==> config.mk <==
export PLATFORM = sky130hd
export DESIGN_NAME = main_fsm
export DESIGN_NICKNAME = d
export VERILOG_FILES = /design/src/rtl/main_fsm_pkg.sv /design/src/rtl/main_fsm.sv
export SDC_FILE = /design/constraint.sdc
export NUM_CORES = 1
export LEC_CHECK = 0
export ABC_AREA = 1
export CAP_MARGIN = 20
export CORE_AREA = 2 2 39 41
export CTS_CLUSTER_DIAMETER = 80
export CTS_CLUSTER_SIZE = 14
export DETAILED_ROUTE_END_ITERATION = 7
export DIE_AREA = 0 0 41 43
export GPL_ROUTABILITY_DRIVEN = 0
export PLACE_DENSITY = 0.73
export SYNTH_ARGS = -nofsm -noshare
export SYNTH_HDL_FRONTEND = slang
export SYNTH_SLANG_ARGS = --single-unit
==> constraint.sdc <==
create_clock -name clk -period 2 [get_ports clk]
set_input_delay 0.4 -clock clk [delete_from_list [all_inputs] [get_ports clk]]
set_output_delay 0.4 -clock clk [all_outputs]
set_load 0.01 [all_outputs]
==> src/rtl/main_fsm_pkg.sv <==
// main_fsm_pkg: control encodings shared by the main FSM and the ALU/instruction decoders
package main_fsm_pkg;
    typedef enum logic [3:0] {
        FETCH, DECODE, MEMADR, MEMREAD, MEMWB, MEMWRITE,
        EXECUTER, EXECUTEI, ALUWB, BEQ, JAL
    } statetype;
    localparam logic [6:0] OP_LOAD   = 7'b0000011;
    localparam logic [6:0] OP_STORE  = 7'b0100011;
    localparam logic [6:0] OP_RTYPE  = 7'b0110011;
    localparam logic [6:0] OP_ITYPE  = 7'b0010011;
    localparam logic [6:0] OP_BRANCH = 7'b1100011;
    localparam logic [6:0] OP_JAL    = 7'b1101111;
    localparam logic [1:0] ALUOP_ADD   = 2'b00;
    localparam logic [1:0] ALUOP_SUB   = 2'b01;
    localparam logic [1:0] ALUOP_FUNCT = 2'b10;
endpackage

==> src/rtl/main_fsm.sv <==
// main_fsm: multicycle Moore control FSM; MAIN_FSM_MEMWAIT_EN adds MemReady wait states
module main_fsm
    import main_fsm_pkg::*;
(
    input  logic       clk,
    input  logic       reset,
    input  logic [6:0] op,
`ifdef MAIN_FSM_MEMWAIT_EN
    input  logic       MemReady,
`endif
    output logic [1:0] ALUOp,
    output logic [1:0] ALUSrcA,
    output logic [1:0] ALUSrcB,
    output logic [1:0] ResultSrc,
    output logic       AdrSrc,
    output logic       IRWrite,
    output logic       PCUpdate,
    output logic       Branch,
    output logic       RegWrite,
    output logic       MemWrite,
    output logic [3:0] state_o
);
    statetype state, next;
    logic ready;
`ifdef MAIN_FSM_MEMWAIT_EN
    assign ready = MemReady;
`else
    assign ready = 1'b1;
`endif
    assign state_o = state;
    // state register; reset always lands in FETCH
    always_ff @(posedge clk)
        state <= reset ? FETCH : next;
    // next state; memory-facing states hold until ready, unknown encodings recover to FETCH
    always_comb begin
        next = FETCH;
        case (state)
            FETCH:    next = ready ? DECODE : FETCH;
            DECODE:   next = (op == OP_LOAD || op == OP_STORE) ? MEMADR :
                             (op == OP_RTYPE)  ? EXECUTER :
                             (op == OP_ITYPE)  ? EXECUTEI :
                             (op == OP_BRANCH) ? BEQ :
                             (op == OP_JAL)    ? JAL : FETCH;
            MEMADR:   next = (op == OP_LOAD) ? MEMREAD : MEMWRITE;
            MEMREAD:  next = ready ? MEMWB : MEMREAD;
            MEMWRITE: next = ready ? FETCH : MEMWRITE;
            EXECUTER, EXECUTEI, JAL: next = ALUWB;
            default:  next = FETCH;
        endcase
    end
    // Moore outputs decoded from the state register only
    always_comb begin
        ALUOp     = ALUOP_ADD;
        ALUSrcA   = 2'b00;
        ALUSrcB   = 2'b00;
        ResultSrc = 2'b00;
        AdrSrc    = 1'b0;
        IRWrite   = 1'b0;
        PCUpdate  = 1'b0;
        Branch    = 1'b0;
        RegWrite  = 1'b0;
        MemWrite  = 1'b0;
        case (state)
            FETCH: begin
                IRWrite   = 1'b1;
                PCUpdate  = 1'b1;
                ALUSrcB   = 2'b10;
                ResultSrc = 2'b10;
            end
            DECODE: begin
                ALUSrcA = 2'b01;
                ALUSrcB = 2'b01;
            end
            MEMADR: begin
                ALUSrcA = 2'b10;
                ALUSrcB = 2'b01;
            end
            MEMREAD:  AdrSrc = 1'b1;
            MEMWB: begin
                ResultSrc = 2'b01;
                RegWrite  = 1'b1;
            end
            MEMWRITE: begin
                AdrSrc   = 1'b1;
                MemWrite = 1'b1;
            end
            EXECUTER: begin
                ALUSrcA = 2'b10;
                ALUOp   = ALUOP_FUNCT;
            end
            EXECUTEI: begin
                ALUSrcA = 2'b10;
                ALUSrcB = 2'b01;
                ALUOp   = ALUOP_FUNCT;
            end
            ALUWB:    RegWrite = 1'b1;
            BEQ: begin
                ALUSrcA = 2'b10;
                ALUOp   = ALUOP_SUB;
                Branch  = 1'b1;
            end
            JAL: begin
                ALUSrcA  = 2'b01;
                ALUSrcB  = 2'b10;
                PCUpdate = 1'b1;
            end
            default: ;
        endcase
    end
endmodule

==> metrics <==
area delta synth->final=72.00%; Final HPWL DP=871.2 microns; Slew Limit Fails=0; area leader, netlist=nand2_1; Static Leak=0.3649 nW; Req. time, crit path=1600 ps; antenna violations before repair=0; CTS tree=done; DRT antenna net count=0; CP cell instances=inv_2 -> nand2_2 -> nor2_4 -> inv_1 -> nand3_1 -> clkdlybuf4s50_1; post-synthesis cell area=437.9 sq um; GR Overflow Total=0; # diodes=0; Crit Path Class=flop to primary output; Crit Path Max Fanout=6; DR WL/cell=8.437 microns; clk_skew=2.711 ps; Slew headroom=84.48%; Design Power=0.2641 mW; Post-Syn Area per Cell=5.340 sq um; first-pass GRT wire length=1.669 mm; worst setup path start=state_o[3]$_SDFF_PP0_; Syn Inst Count=82; dpl cells=122; initial core utilization=31.65%; Die Area=1763 sq um; Clock Tree Buf Depth=2; Yosys warnings=0; clk sinks=4; # DRC=0; Pre-Repair DR Iteration Count=4; Core Rows=14; final std cells w/o fill=126; Finish-stage setup viols=0; Fillers=144; Worst setup EP type=primary output; post-synth cell types=16; vias in the first global route=442; startpoint types=flop; port bufs=26; Reg-to-Reg Start=state_o[0]$_SDFF_PP0_; Core Util, Final=54.43%; final hold violation count=0; achievable frequency=0.5137 GHz; via count=560; clk root buf=clkbuf_4; DR iter-0 viols=12; RSZ-0062 raised after global routing=true; Register-to-Register Path Depth=8; CP Depth=6; Tightest Pin Transition=231.9 ps; Power per Cell Area=350.6 nW/um^2; die width=41 microns; Global Route Usage Sum=13.74%; Worst-path clk slew=40 ps; period utilization=97.34%; wirelength, routed=1.063 mm; Tightest Hold Check Type=flop to flop; Hold Path Depth=3; hold_buf cts=0; Critical-path top delay cell=clkdlybuf4s50_1; largest net degree at the start of global routing=8; register area share after synthesis=18.29%; max_cap viols=0; post-synth top area share=18.86%; setup TNS=0 ps; critical path data arrival time=1550 ps; Synth Register Bits=4; max reg flops=4; Tmin final=1947 ps; Core Area=1384 sq um; Top delay family on crit path=buffers and inverters; Crit path buffers/inverters=3; slowest stage delay, CP=530 ps; Layout Nets=121; share of post-route cells with drive strength above 1=22.73%; peak supply drop=0.3724 mV; status=completed; I/O pins=27; clock buffers created by TritonCTS=3; Syn Nets=91; Skew-Pair Late Insertion Delay=240 ps; H-tree depth=1; Die Height=43 microns; top cells by area, synth=nand2_1 (19%), dfxtp_1 (18%), nor2_1 (11%); HP Start=state_o[3]$_SDFF_PP0_; number of vias per cell=4.444
==> synthesized netlist by cell type <==
| cell type | n |
|---|---|
| nor2_4 | 1 |
| o21ai_1 | 1 |
| inv_2 | 3 |
| inv_1 | 12 |
| nand2_2 | 3 |
| nand3_1 | 7 |
| dfxtp_1 | 4 |
| a21oi_1 | 2 |
| o21ai_0 | 3 |
| nor2_1 | 13 |
| nand4_1 | 1 |
| nand2_1 | 22 |
| a21oi_2 | 2 |
| buf_4 | 2 |
| nor2_2 | 5 |
| nor3_1 | 1 |
==> cell usage in the layout, fill, tap and decap left out, types with 3 or more instances in the layout <==
cell type	instances
clkbuf_4	3
clkdlybuf4s50_1	22
dfxtp_2	4
inv_1	12
inv_2	3
nand2_1	21
nand2_2	4
nand3_1	7
nor2_1	11
nor2_2	6
o21ai_0	3
==> worst register-to-register path, delay by kind of cell, from the launching register on <==
| kind | cells | cell delay, ps |
|---|---|---|
| DFF | 1 | 380 |
| AOI/OAI and AO/OA | 1 | 30 |
| and+or+nand+nor | 5 | 410 |
| buffers and inverters | 2 | 200 |
==> per-layer routing <==
metal | up-vias | track usage [%] | routed length (microns)
met5 | - | 0 | 0
met1 | 232 | 16.99 | 472
met3 | 2 | 4.712 | 64
li1 | 308 | - | -
met4 | 0 | 6.000 | 12
met2 | 18 | 20.63 | 514
==> metrics by stage <==
step	cell area (sq um)	hold slack, ps	setup WS [ps]
floorplan	437.9	462.4	611.1
global placement	703.2	633.8	232.1
detailed placement	703.2	633.7	228.2
CTS	729.5	630.2	10.65
global route	753.2	621.7	-15.13
finish	753.2	588.5	53.27
==> report_power, final <==
group	switching, mW	total [mW]	internal, mW	leakage [nW]
Combinational	0.0358	0.0773	0.0415	0.317
Clock	0.0338	0.101	0.0672	0.0138
Sequential	0.00337	0.0859	0.0825	0.0343
==> cells by family after synthesis <==
| kind of cell | after synthesis | share of synthesized area [%] |
|---|---|---|
| and+or+nand+nor | 53 | 54.57 |
| buffers and inverters | 17 | 16.28 |
| AOI/OAI and AO/OA | 8 | 10.86 |
| DFF | 4 | 18.29 |
==> final timing paths <==
check,endpoint,slack (ps)
setup reg to reg,state_o[1]$_SDFF_PP0_,870
setup / recovery,ALUSrcB[0],50
hold reg to reg,state_o[0]$_SDFF_PP0_,590
hold / removal,state_o[0]$_SDFF_PP0_,590
==> area by class of cell <==
| type | instances | area [sq um] | area share (%) |
|---|---|---|---|
| sequential | 4 | 85.08 | 11.30 |
| tap | 16 | 20.02 | 2.658 |
| timing repair buffer | 27 | 270.3 | 35.88 |
| clock buffer | 3 | 22.52 | 2.990 |
| multi-input combinational | 61 | 299.0 | 39.70 |
| inverter | 15 | 56.30 | 7.475 |
==> repair_timing <==
item | 4_1_cts | 5_1_grt
buffers inserted | 0 | 1
resized for setup | 5 | 7
pin swaps | 1 | 3
endpoints found under the setup margin | 4 | 5
Note: power is estimated with default switching activity, not from simulation.
